==> src/rtl/multi_timer_pkg.sv <==
// Shared types and constants for the multi-channel down-counter timer.
package multi_timer_pkg;

  typedef enum logic [1:0] {
    IDLE  = 2'd0,
    COUNT = 2'd1,
    DONE  = 2'd2
  } t_state;

  localparam logic MODE_ONESHOT  = 1'b0;
  localparam logic MODE_PERIODIC = 1'b1;

endpackage

==> src/rtl/timer_channel.sv <==
// One timer channel: down-counter with terminal-count expiry, reload register and trigger flop.
//   state | meaning
//   IDLE  | never loaded, or stopped by a zero load; count holds
//   COUNT | counting down while enable is high
//   DONE  | one-shot expired; waits for the next load
module timer_channel
  import multi_timer_pkg::*;
#(
  parameter int WIDTH = 16
) (
  input  logic             clk,
  input  logic             reset,
  input  logic             enable,
  input  logic             load,
  input  logic [WIDTH-1:0] load_value,
  input  logic             load_mode,
  output logic [WIDTH-1:0] count,
  output logic             trigger,
  output logic             done,
  output logic             busy
);

  t_state           state, state_n;
  logic [WIDTH-1:0] count_n, reload, reload_n;
  logic             mode, mode_n, trigger_n;

  always_ff @(posedge clk or posedge reset) begin
    if (reset) begin
      state   <= IDLE;
      count   <= '0;
      reload  <= '0;
      mode    <= MODE_ONESHOT;
      trigger <= 1'b0;
    end else begin
      state   <= state_n;
      count   <= count_n;
      reload  <= reload_n;
      mode    <= mode_n;
      trigger <= trigger_n;
    end
  end

  // A load wins over decrement/expiry in the same cycle, so no trigger can escape it.
  always_comb begin
    state_n   = state;
    count_n   = count;
    reload_n  = reload;
    mode_n    = mode;
    trigger_n = 1'b0;
    if (load) begin
      count_n  = load_value;
      reload_n = load_value;
      mode_n   = load_mode;
      state_n  = (load_value != '0) ? COUNT : IDLE;
    end else if (state == COUNT && enable) begin
      if (count == WIDTH'(1)) begin
        trigger_n = 1'b1;
        if (mode == MODE_PERIODIC) begin
          count_n = reload;
        end else begin
          count_n = '0;
          state_n = DONE;
        end
      end else if (count != '0) begin
        count_n = count - WIDTH'(1);
      end
    end
  end

  assign done = (state == DONE);
  assign busy = (state == COUNT);

endmodule

==> src/rtl/multi_timer.sv <==
// N independent timer channels with a shared load port, count readback mux and combined irq.
module multi_timer #(
  parameter  int N_CHAN = 4,
  parameter  int WIDTH  = 16,
  localparam int CHAN_W = (N_CHAN > 1) ? $clog2(N_CHAN) : 1
) (
  input  logic              clk,
  input  logic              reset,
  input  logic [N_CHAN-1:0] enable,
  input  logic              load_valid,
  input  logic [CHAN_W-1:0] load_chan,
  input  logic [WIDTH-1:0]  load_value,
  input  logic              load_mode,
  input  logic [CHAN_W-1:0] rd_chan,
  output logic [WIDTH-1:0]  rd_count,
  output logic [N_CHAN-1:0] trigger,
  output logic [N_CHAN-1:0] done,
  output logic [N_CHAN-1:0] busy,
  output logic              irq
);

  logic [WIDTH-1:0]  chan_count [N_CHAN];
  logic [N_CHAN-1:0] load_sel;

  // Out-of-range load_chan matches no channel and is dropped.
  for (genvar i = 0; i < N_CHAN; i++) begin : g_chan
    assign load_sel[i] = load_valid && (load_chan == CHAN_W'(i));

    timer_channel #(.WIDTH(WIDTH)) u_chan (
      .clk        (clk),
      .reset      (reset),
      .enable     (enable[i]),
      .load       (load_sel[i]),
      .load_value (load_value),
      .load_mode  (load_mode),
      .count      (chan_count[i]),
      .trigger    (trigger[i]),
      .done       (done[i]),
      .busy       (busy[i])
    );
  end

  always_comb begin
    rd_count = '0;
    for (int i = 0; i < N_CHAN; i++) begin
      if (rd_chan == CHAN_W'(i)) rd_count = chan_count[i];
    end
  end

  assign irq = |trigger;

endmodule

==> config.mk <==
export PLATFORM = sky130hd
export DESIGN_NAME = multi_timer
export DESIGN_NICKNAME = d
export VERILOG_FILES = /design/src/rtl/multi_timer_pkg.sv /design/src/rtl/timer_channel.sv /design/src/rtl/multi_timer.sv
export SDC_FILE = /design/constraint.sdc
export NUM_CORES = 1
export LEC_CHECK = 0
export CAP_MARGIN = 20
export CORE_MARGIN = 3
export CORE_UTILIZATION = 55
export DETAILED_ROUTE_END_ITERATION = 6
export PLACE_DENSITY = 0.8
export SLEW_MARGIN = 20
export SYNTH_ARGS = -nofsm -noshare
export SYNTH_HDL_FRONTEND = slang
export SYNTH_SLANG_ARGS = --single-unit
==> constraint.sdc <==
create_clock -name clk -period 7.2 [get_ports clk]
set_input_delay 1.44 -clock clk [delete_from_list [all_inputs] [get_ports clk]]
set_output_delay 1.44 -clock clk [all_outputs]
set_load 0.02 [all_outputs]
* Word level (Yosys, flattened, before mapping)
Cells that the tools add are included.
Word-level totals: bits in read-only memories 0, output and inout port bits 29, flip-flop bits (word level) 144, bits in latches 0, memories 0, memory bits (writable) 0
Cells by class: multiplexer cells 53, bitwise logic cells 0, shift-type cells 0, add/sub/neg operators 4, divide/modulo/power cells 0, reduce and logical (&&, ||, !) cells 36, magnitude comparators 0, equality and inequality tests 22, $mul 0
Operator list (count):
- 16-bit two-way mux | 24
- 16-bit nonzero test | 5
- 16-bit by 1-bit equality test with 1-bit output (second input constant) | 4
- 16-bit by 1-bit subtractor with 16-bit output (second input constant) | 4
- 2-bit two-way mux | 16
- 2-bit equality test (second input constant) | 8
- 2-bit nonzero test | 8
- 1-bit two-way mux | 13
- 2-bit by 1-bit equality test with 1-bit output (second input constant) | 6
- 3-bit AND reduction | 4
- 3-bit nonzero test | 4
- 1-bit logical AND | 8
- 2-bit by 1-bit inequality test with 1-bit output (second input constant) | 4
- 2-bit AND reduction | 4
- 2-bit zero test | 2
- 4-bit OR reduction | 1

* Depth between registers and ports, before layout
Gate-level depths: netlist of the first run.
depth in word-level cells 5, depth in mapped cells 9, mapped depth without buffers 8

* Hierarchy
A second synthesis of the first run with hierarchy kept.
Second synthesis, totals: cells, all modules 910, area total of the unflattened synthesis 9095.0 um^2
Modules (own cells, without submodules):
- timer_channel (g_chan[1].u_chan ...) | seq. area each 900.9 um^2, area an instance 2143.3 um^2, instances 3, cells each 215
- timer_channel (g_chan[0].u_chan) | seq. area each 900.9 um^2, area an instance 2202.1 um^2, instances 1, cells each 240
- multi_timer | seq. area each 0.0 um^2, area an instance 462.9 um^2, instances 1, cells each 25

* Least setup slack after synthesis of the first run
Ideal clock, no wire load.
path type in2out, from in rd_chan[0], to out rd_count[12], stages on the path 3, required time 5760 ps, slack 2925 ps, buffers on the path 2, data arrival time 2835 ps, path through clkbuf_1 > buf_2 > mux4_1
On the way: cells in the longest elaborated chain, start to end 5
Ends and longest elaborated chain:
- start, declared | RTL line multi_timer.sv:14 | input logic [CHAN_W-1:0] rd_chan,
- 2-bit zero test | RTL line multi_timer.sv:46 | if (rd_chan == CHAN_W'(i)) rd_count = chan_count[i];
- 16-bit two-way mux (3 in a row) | RTL line multi_timer.sv:46
- 16-bit two-way mux * | RTL line multi_timer.sv:46
- end, declared | RTL line multi_timer.sv:15 | output logic [WIDTH-1:0] rd_count,
Mark *: on every way between the ends. The rest lies on a longest branch, timed or not.

* Final worst setup path of the first run
from in rd_chan[1], to out rd_count[15]
The elaborated chain is that of the path after synthesis.

==> summary.txt, run 1 <==
Floorplan
  • Die footprint: 0.01711 sq mm
  • Row count: 44
  • Die width: 130.8 microns
  • Io pins: 57
  • Die H: 130.8 microns
  • CORE AREA: 0.01486 sq mm
  • Initial core utilization: 0.5763

Finish
  • Syn-to-layout area delta: 12.98%
  • Final nets: 1070
  • Seq. cell area: 0.003603 sq mm
  • Fill cell count: 1209
  • Multi-input logic area: 0.004564 sq mm
  • Final core occ: 0.6512
  • Share of cells above drive strength 1: 0.08549
  • Design Area, Final: 0.009679 sq mm
  • ANT cells: 0

STA
  • Setup WS post-layout: 2.099 ns
  • Setup repair after global routing missed its margin: false
  • Layout Skew: 0.007439 ns
  • Pins Over Slew Limit: 0
  • Relative slew margins: 0.3733
  • Final hold violations: 0
  • Actual slew at the worst max-slew pin: 0.9400 ns
  • TNS Setup: 0 ns
  • Crit path time final: 5.101 ns
  • Highest achievable clock rate: 0.1960 GHz
  • Final period utilization: 0.7085
  • Final setup viols: 0

GRT
  • M2 GR Usage: 0.4767
  • GR peak layer: met2
  • Largest net degree at the start of global routing: 104
  • All-Layer GR Usage: 0.3191
  • Number of global-route vias before repair: 7556
  • Gr ovfl total: 0
  • Met1 GRT Util: 0.4315
  • First-pass GRT wire length: 41630 microns
  • Met3 Usage GRT: 0.08089
  • Initial antenna violation count: 1

Critical path
  • CP startpoint kind: input pin
  • CP required: 5.76 ns
  • CP arrival: 3.66 ns
  • CP max FO: 16
  • CP endpoint kind: primary output
  • Crit Path Class: input pin to primary output
  • Reg2Reg Setup Slack: 4.37 ns
  • Reg2Reg Depth: 7

Pwr
  • Leakage power: 4.197 nW
  • Switching Share: 0.3871
  • Overall Power: 0.003249 W
  • Clock network fraction of total power: 0.265
  • Comb pwr share: 0.311
  • Power per standard cell area: 335.6 mW/mm^2
  • Cell Int Power: 0.001991 W
  • VDD IR max: 0.2192 mV
  • NetSw: 0.001257 W
  • Sequential power share: 0.423

Logic synthesis
  • Yosys warning total: 0
  • Syn Area/Cell: 8.457 sq um
  • Synth top area share: 0.4206
  • Yosys reg bits: 144
  • Synthesized area: 0.008567 sq mm
  • Post-synth cell types: 76
  • Synth Flop Type: dfrtp_1
  • Area leader, netlist: dfrtp_1
  • Seq/Total Area, Yosys: 0.4206
  • Top post-synthesis cells by area: dfrtp_1, nand2_1, o21ai_0
  • Post-synth EDFFs: 0
  • Ys async rst share: 1.000
  • Mapped Nets: 1053
  • Mapped Cells: 1013

CTS
  • Sink Count: 144
  • H-tree Lvls: 4
  • CTS resizes: 0
  • CTS Buffer Depth: 2
  • Hold buffers post-CTS: 0
  • TritonCTS buffer count: 17
  • Root Buffer: clkbuf_16
  • Post-CTS Setup Bufs: 0
  • CTS tree: built
  • Clock Latency Late Sink: 0.43 ns
  • Clock-pin slew on the worst setup and hold paths: 0.06 ns

Detailed routing
  • Routed length per placed instance: 21.52 microns
  • Total number of vias: 8066
  • DRT antenna net count: 0
  • Iter 0 DRT Violations: 934
  • DRT Wirelength: 26370 microns
  • Avg Vias per Cell: 6.584
  • Drt first pass iters: 7
  • DRC violations left: 0

Placed design
  • Routability congestion estimate: 0.9535
  • Buffers on Ports: 56
  • Cell Area, Placed: 0.009114 sq mm
  • Detail Placement HPWL: 17800 microns
  • DP Worst Slack: 1.868 ns

Status
  • Status: completed

Hold path
  • Hold depth: 2
  • Hold crit path type: flop to flop

Flow run
  • Max_cap viols: 0
[final cells by class]
type	instances	share of cell area
inverters	14	0.005946
clock inverters	7	0.008790
flip-flops and latches	144	0.3723
multi-input cells	783	0.4716
clock buffers	23	0.04938
well taps	184	0.02378
repair buffers	70	0.06825
[logic make-up after synthesis]
| family | count (synthesis) | share of synthesized area |
|---|---|---|
| AO/OA/AOI/OAI | 238 | 0.1814 |
| XOR/XNOR | 18 | 0.01840 |
| adder cells (fa/ha/maj) | 12 | 0.01753 |
| buffers and inverters | 86 | 0.04717 |
| flip-flops | 144 | 0.4206 |
| multiplexers | 17 | 0.04381 |
| AND/OR/NAND/NOR | 498 | 0.2711 |
[worst max-delay path: stages]
cell and delay (ns):
clkdlybuf4s50_1 1.05, mux4_2 0.60, clkdlybuf4s50_1 0.55
[final timing paths]
path | start | end
max in group asynchronous | reset | g_chan[2].u_chan.reload[11]
worst max-delay path | rd_chan[1] | rd_count[15]
min in group asynchronous | reset | g_chan[2].u_chan.trigger
worst max register to register | g_chan[0].u_chan.count[6] | g_chan[0].u_chan.count[11]
worst min-delay path | g_chan[1].u_chan.reload[1] | g_chan[1].u_chan.reload[1]
worst min register to register | g_chan[1].u_chan.reload[1] | g_chan[1].u_chan.reload[1]
[routing by layer]
layer | wire length [microns] | part of all wire
met5 | 13 | 0.00049
met2 | 11610 | 0.44
met1 | 10620 | 0.40
met3 | 2813 | 0.11
met4 | 1308 | 0.050
[power groups by stage]
| stage | Sequential (W) | Combinational, W | Clock (W) |
|---|---|---|---|
| after floorplan | 0.00118 | 0.000795 | 0 |
| after global placement | 0.00137 | 0.000969 | 0 |
| after detailed placement | 0.00137 | 0.000992 | 0 |
| after CTS | 0.00135 | 0.00100 | 0.000864 |
| after global routing | 0.00139 | 0.00113 | 0.000910 |
| final | 0.00137 | 0.00101 | 0.000862 |
[per-stage QoR]
| stage | std cells | hold WS [ns] |
|---|---|---|
| global route | 1225 | 0.4914 |
| finish | 1225 | 0.4709 |
| detailed placement | 1194 | 0.4574 |
| global placement | 1194 | 0.4514 |
| CTS | 1224 | 0.4703 |
| floorplan | 1013 | 0.4376 |
[placed cells by master, fill, tap and decap left out, types with 6 or more instances in the layout]
cell type	count
nand2_1	251
dfrtp_1	144
nor2_1	90
o21ai_0	82
clkdlybuf4s50_1	55
a21oi_1	34
nand3_1	26
a31oi_1	24
nor3_1	23
and3_1	20
clkbuf_16	17
nor4_1	15
mux4_2	15
o31ai_1	14
buf_4	14
inv_1	13
nor2b_1	12
ha_1	12
o211ai_1	11
a311oi_1	9
xnor2_1	9
xor2_1	9
o22ai_1	8
o41ai_1	8
nand4_1	7
or3_1	6
and2_1	6
[cells in the mapped netlist, types with 4 or more instances]
master     instances
o21a_1             5
clkbuf_1          41
nor2b_1           12
a31o_2             5
o31ai_1           14
ha_1              12
or3_1              6
a31oi_1           24
or2_2              4
a21oi_1           34
nor2_1            90
nand3_1           26
nor4b_1            4
and3_1            20
nor4_1            15
a311oi_1           9
o2bb2ai_1          4
nor3_1            23
nand4_1            7
o22ai_1            8
mux4_2            15
a221oi_1           4
nand2_1          251
xnor2_1            9
nor3b_1            5
and2_1             6
inv_1             14
o41ai_1            8
o211ai_1          11
xor2_1             9
buf_2             11
buf_4             16
o21ai_0           82
dfrtp_1          144
[registers in the layout, indices dropped and copies added, names as in the netlist]
register,count
g_chan.u_chan.count,64
g_chan.u_chan.reload,64
g_chan.u_chan.mode,4
g_chan.u_chan.trigger,4
g_chan.u_chan.state,8
Note: power is estimated with default switching activity, not from simulation.
==> inputs of run 2 (changes only) <==
Clock period 7.2 ns to 5 ns, I/O delays scaled along.
==> run 2 against run 1 <==
- first-iteration DRC count up 23%
- combinational power rose by 46%
- final cell count rose by 0.41%
- critical path depth unchanged
- core utilization increased by 0.57 points
- setup slack worse by 1.1 ns
- clock skew down 0.0016 ns
- register-to-register slack lost 2.4 ns
- final area is 0.88% higher
- critical endpoint unchanged
- largest cell class unchanged
==> summary.txt, run 2 (same netlist as run 1, synthesis figures left out) <==
Detailed routing
  • DRC violations left: 0 (unchanged)
  • Routed length per placed instance: 21.88 microns (was 21.52 microns)
  • Drt first pass iters: 6 (was 7)
  • Total number of vias: 8195 (was 8066)
  • DRT Wirelength: 26910 microns (was 26370 microns)
  • Avg Vias per Cell: 6.663 (was 6.584)
  • Iter 0 DRT Violations: 1153 (was 934)
  • DRT antenna net count: 0 (unchanged)

STA
  • Relative slew margins: 0.2682 (was 0.3733)
  • Final setup viols: 0 (unchanged)
  • Actual slew at the worst max-slew pin: 1.094 ns (was 0.9400 ns)
  • Highest achievable clock rate: 0.2522 GHz
  • TNS Setup: 0 ns (unchanged)
  • Hold_ws: 0.4654 ns (was 0.4709 ns)
  • Setup WS post-layout: 1.035 ns (was 2.099 ns)
  • Crit path time final: 3.965 ns
  • Setup repair after global routing missed its margin: false (unchanged)
  • Layout Skew: 0.005842 ns (was 0.007439 ns)
  • Pins Over Slew Limit: 0 (unchanged)
  • Final hold violations: 0 (unchanged)
  • Final period utilization: 0.7930

CTS
  • H-tree Lvls: 4 (unchanged)
  • Clock Latency Late Sink: 0.44 ns (was 0.43 ns)
  • CTS Buffer Depth: 2 (unchanged)
  • Root Buffer: clkbuf_16 (unchanged)
  • Hold buffers post-CTS: 0 (unchanged)
  • Clock-pin slew on the worst setup and hold paths: 0.06 ns (about the same)
  • Post-CTS Setup Bufs: 0 (unchanged)
  • TritonCTS buffer count: 17 (unchanged)
  • CTS resizes: 0 (unchanged)
  • Sink Count: 144 (unchanged)
  • CTS tree: built (unchanged)

Finish
  • Fill cell count: 1209 (unchanged)
  • ANT cells: 0 (unchanged)
  • Syn-to-layout area delta: 13.98% (was 12.98%)
  • Seq. cell area: 0.003603 sq mm (unchanged)
  • Top flop regs: g_chan.u_chan.count x64, g_chan.u_chan.reload x64, g_chan.u_chan.state x8 (unchanged)
  • Most frequent cells in the layout: nand2_1, dfrtp_1, nor2_1, o21ai_0, clkdlybuf4s50_1 (unchanged)
  • Most common cell after layout, fill and taps aside: nand2_1 (unchanged)
  • Multi-input logic area: 0.004564 sq mm (unchanged)
  • Share of cells above drive strength 1: 0.09082 (was 0.08549)
  • Final nets: 1073 (was 1070)

Critical path
  • CP required: 4.00 ns (was 5.76 ns)
  • Critical path origin: rd_chan[1] (unchanged)
  • CP startpoint kind: input pin (unchanged)
  • CP arrival: 2.96 ns (was 3.66 ns)
  • CP max FO: 10 (was 16)
  • CP endpoint kind: primary output (unchanged)
  • Crit Path Class: input pin to primary output (unchanged)
  • Reg-to-reg critical path startpoint: g_chan[3].u_chan.count[1] (was g_chan[0].u_chan.count[6])

GRT
  • Initial antenna violation count: 0 (was 1)
  • All-Layer GR Usage: 0.3245 (was 0.3191)
  • Gr ovfl total: 0 (unchanged)
  • First-pass GRT wire length: 42370 microns (was 41630 microns)
  • Largest net degree at the start of global routing: 101 (was 104)
  • Number of global-route vias before repair: 7574 (was 7556)

Floorplan
  • Row count: 44 (unchanged)
  • CORE AREA: 0.01486 sq mm (unchanged)
  • Die width: 130.8 microns (unchanged)
  • Io pins: 57 (unchanged)
  • Die footprint: 0.01711 sq mm (unchanged)
  • Initial core utilization: 0.5763 (unchanged)
  • Die H: 130.8 microns (unchanged)

Placed design
  • Buffers on Ports: 56 (unchanged)
  • Detail Placement HPWL: 18180 microns (was 17800 microns)
  • Routability congestion estimate: 0.9862 (was 0.9535)
  • DP Worst Slack: 1.035 ns (was 1.868 ns)

Pwr
  • VDD IR max: 0.2932 mV (was 0.2192 mV)
  • Leakage power: 4.220 nW (was 4.197 nW)
  • Overall Power: 0.004811 W (was 0.003249 W)
  • Power per standard cell area: 492.7 mW/mm^2 (was 335.6 mW/mm^2)

Hold path
  • Worst hold start: g_chan[1].u_chan.reload[9] (was g_chan[1].u_chan.reload[1])
  • Hold crit path type: flop to flop (unchanged)

Flow run
  • Max_cap viols: 0 (unchanged)

Status
  • Status: completed (unchanged)
run 2: cell types whose count changed in the layout (fill, tap and decap cells not counted), moves of 2 or more:
cell | before | now
clkbuf_8 | 3 | 0
clkinv_2 | 5 | 3
clkinv_4 | 0 | 3
bufinv_16 | 2 | 4
buf_4 | 14 | 17
clkbuf_1 | 3 | 1
clkinvlp_4 | 0 | 4
run 2: metrics by stage:
stage | cell area (sq um) | util | instances
after floorplan | 8567 | - | 1013
after global placement | 9144 | 0.6152 | 1198
after detailed placement | 9144 | 0.6152 | 1198
after CTS | 9764 | 0.6569 | 1230
after global routing | 9764 | 0.6569 | 1230
final | 9764 | 0.6569 | 1230
run 2: power breakdown:
group          internal [W]  switching, W
registers           0.00145      0.000534
clock network      0.000833      0.000525
logic              0.000664      0.000808
run 2: critical path, cell delays in order:
cell and delay [ns]:
clkdlybuf4s50_1 0.82, mux4_2 0.58, clkdlybuf4s50_1 0.56
run 2: path summary, 6_finish.rpt:
| kind | to | slack [ns] | depth (start not counted) |
|---|---|---|---|
| setup reg to reg | g_chan[3].u_chan.count[4] | 2.01 | 8 |
| setup / recovery | rd_count[15] | 1.04 | 3 |
| hold / removal | g_chan[1].u_chan.reload[9] | 0.47 | 2 |
| min in group asynchronous | g_chan[2].u_chan.trigger | 1.13 | 2 |
| hold reg to reg | g_chan[1].u_chan.reload[9] | 0.47 | 2 |
| max in group asynchronous | g_chan[2].u_chan.count[15] | 2.96 | 3 |
run 2: final cells by class:
| cell class | count | area share |
|---|---|---|
| tap | 184 | 0.02358 |
| inverter | 14 | 0.005894 |
| sequential | 144 | 0.3690 |
| clock inverter | 14 | 0.01961 |
| multi-input combinational | 783 | 0.4675 |
| clock buffer | 18 | 0.04395 |
| timing repair buffer | 73 | 0.07048 |
run 2: per-layer routing:
layer / vias to the layer above / wire length, microns / track usage
li1: 3661 / - / -
met1: 3893 / 10570 / 0.4443
met2: 538 / 11830 / 0.4857
met3: 103 / 3175 / 0.08862
met4: 0 / 1337 / 0.1428
met5: - / 0 / 0
==> inputs of run 3 (changes only) <==
Settings changed: CORE_UTILIZATION 55 to 54, PLACE_DENSITY 0.8 to 0.82.
Clock period 5 ns to 3.4 ns, I/O delays scaled along.
==> run 3 against run 2 <==
- via count is 1.6% higher
- sequential power is 47% higher
- setup slack worse by 0.81 ns
- combinational power is 50% higher
- final area is 2.7% higher
- register-to-register slack worse by 1.4 ns
- critical endpoint is now rd_count[12]
==> summary.txt, run 3 (same netlist as run 1, synthesis figures left out) <==
Detailed routing
  • DRT Wirelength: 27800 microns (was 26910 microns)
  • Top layer reached by signal wires: met4 (unchanged)
  • WL met1: 10920 microns (was 10570 microns)
  • Routed length per placed instance: 21.73 microns (was 21.88 microns)
  • Avg Vias per Cell: 6.511 (was 6.663)
  • Total number of vias: 8327 (was 8195)
  • Drt first pass iters: 6 (unchanged)
  • DR WL met3: 3183 microns (was 3175 microns)
  • Met2 Routed Length: 12450 microns (was 11830 microns)
  • DRT antenna net count: 0 (unchanged)
  • DRC violations left: 0 (unchanged)
  • Iter 0 DRT Violations: 1334 (was 1153)

STA
  • Final period utilization: 0.9339
  • Relative slew margins: 0.4793 (was 0.2682)
  • Crit path time final: 3.175 ns
  • Final hold violations: 0 (unchanged)
  • Layout Skew: 0.009740 ns (was 0.005842 ns)
  • Actual slew at the worst max-slew pin: 0.7740 ns (was 1.094 ns)
  • Highest achievable clock rate: 0.3149 GHz
  • Pins Over Slew Limit: 0 (unchanged)
  • Setup repair after global routing missed its margin: false (unchanged)
  • TNS Setup: 0 ns (unchanged)
  • Final setup viols: 0 (unchanged)

Critical path
  • CP startpoint kind: input pin (unchanged)
  • Crit Path Class: input pin to primary output (unchanged)
  • CP required: 2.72 ns (was 4.00 ns)
  • Most frequent CP cell: clkdlybuf4s50_1 (unchanged)
  • CP peak stage delay: 0.56 ns (was 0.82 ns)
  • Critical path cell sequence: clkdlybuf4s50_1 > buf_12 > mux4_1 > clkdlybuf4s50_1 (was clkdlybuf4s50_1 > mux4_2 > clkdlybuf4s50_1)
  • CP arrival: 2.50 ns (was 2.96 ns)
  • CP max-delay cell: mux4_1 (was clkdlybuf4s50_1)
  • CP max FO: 16 (was 10)
  • CP endpoint kind: primary output (unchanged)

CTS
  • CTS Buffer Depth: 2 (unchanged)
  • H-tree Lvls: 4 (unchanged)
  • Clock-pin slew on the worst setup and hold paths: 0.06 ns (about the same)
  • Post-CTS Setup Bufs: 0 (unchanged)
  • CTS tree: built (unchanged)
  • Clock Latency Late Sink: 0.44 ns (about the same)
  • Root Buffer: clkbuf_16 (unchanged)
  • TritonCTS buffer count: 17 (unchanged)
  • Sink Count: 144 (unchanged)
  • CTS resizes: 0 (unchanged)
  • Hold buffers post-CTS: 0 (unchanged)

Pwr
  • Overall Power: 0.007188 W (was 0.004811 W)
  • Power per standard cell area: 716.9 mW/mm^2 (was 492.7 mW/mm^2)
  • Leakage power: 4.350 nW (was 4.220 nW)
  • VDD IR max: 0.4238 mV (was 0.2932 mV)

Placed design
  • Buffers on Ports: 56 (unchanged)
  • Cell Area, Placed: 0.009371 sq mm (was 0.009144 sq mm)
  • Placed Instances: 1246 (was 1198)
  • Routability congestion estimate: 0.9815 (was 0.9862)
  • Detail Placement HPWL: 18970 microns (was 18180 microns)

GRT
  • Number of global-route vias before repair: 7665 (was 7574)
  • Gr ovfl total: 0 (unchanged)
  • Initial antenna violation count: 1 (was 0)
  • All-Layer GR Usage: 0.3169 (was 0.3245)
  • Largest net degree at the start of global routing: 66 (was 101)
  • First-pass GRT wire length: 43220 microns (was 42370 microns)

Finish
  • Design Area, Final: 0.01003 sq mm (was 0.009764 sq mm)
  • Fill cell count: 1226 (was 1209)
  • Most frequent cells in the layout: nand2_1, dfrtp_1, nor2_1, o21ai_0, clkdlybuf4s50_1 (unchanged)
  • Final nets: 1094 (was 1073)
  • Final core occ: 0.6523 (was 0.6569)
  • Syn-to-layout area delta: 17.04% (was 13.98%)
  • Cell Count, Final, Fillers Out: 1279 (was 1230)
  • Seq. cell area: 0.003603 sq mm (unchanged)
  • Multi-input logic area: 0.004567 sq mm (was 0.004564 sq mm)
  • Share of cells above drive strength 1: 0.1097 (was 0.09082)
  • Top flop regs: g_chan.u_chan.count x64, g_chan.u_chan.reload x64, g_chan.u_chan.state x8 (unchanged)
  • Most common cell after layout, fill and taps aside: nand2_1 (unchanged)

Hold path
  • Hold crit path type: flop to flop (unchanged)

Floorplan
  • CORE AREA: 0.01537 sq mm (was 0.01486 sq mm)
  • Row count: 45 (was 44)
  • Io pins: 57 (unchanged)
  • Die footprint: 0.01741 sq mm (was 0.01711 sq mm)
  • Initial core utilization: 0.5573 (was 0.5763)
  • Die H: 132.0 microns (was 130.8 microns)
  • Die width: 132.0 microns (was 130.8 microns)

Status
  • Status: completed (unchanged)

Flow run
  • Max_cap viols: 0 (unchanged)
run 3: worst paths after layout:
kind,slack (ns),cells after the start,from,end
max in group asynchronous,2.01,3,reset,g_chan[1].u_chan.reload[15]
setup reg to reg,0.63,7,g_chan[0].u_chan.count[6],g_chan[0].u_chan.count[11]
setup / recovery,0.22,4,rd_chan[0],rd_count[12]
hold reg to reg,0.47,2,g_chan[0].u_chan.reload[5],g_chan[0].u_chan.reload[5]
hold / removal,0.47,2,g_chan[0].u_chan.reload[5],g_chan[0].u_chan.reload[5]
min in group asynchronous,0.66,2,reset,g_chan[2].u_chan.trigger
run 3: per-stage QoR:
stage	worst slack [ns]	hold WS (ns)
4_1_cts	0.2126	0.4717
2_1_floorplan	0.6449	0.4376
6_report	0.2249	0.4720
3_5_place_dp	0.2126	0.4575
3_3_place_gp	0.2283	0.4511
5_1_grt	0.1845	0.4857
run 3: power breakdown:
group          internal, W  switching, W
Sequential         0.00213      0.000784
Clock              0.00132      0.000743
Combinational     0.000996       0.00121
run 3: final cells by class:
cell class	count	area share
clock buffers	23	0.04966
inverters	14	0.005615
multi-input cells	783	0.4555
clock inverters	9	0.01522
repair buffers	94	0.08810
flip-flops and latches	144	0.3594
diodes	1	0.0002496
well taps	211	0.02633
run 3: metal layers:
| metal | track usage | up-vias |
|---|---|---|
| li1 | - | 3712 |
| met1 | 0.4348 | 3977 |
| met2 | 0.4743 | 552 |
| met3 | 0.07939 | 86 |
| met4 | 0.1494 | 0 |
| met5 | 0 | - |
run 3: worst max-delay path: cells and delay by family:
kind | cells | cell delay [ns]
buffers and inverters | 3 | 1.24
multiplexers | 1 | 0.56
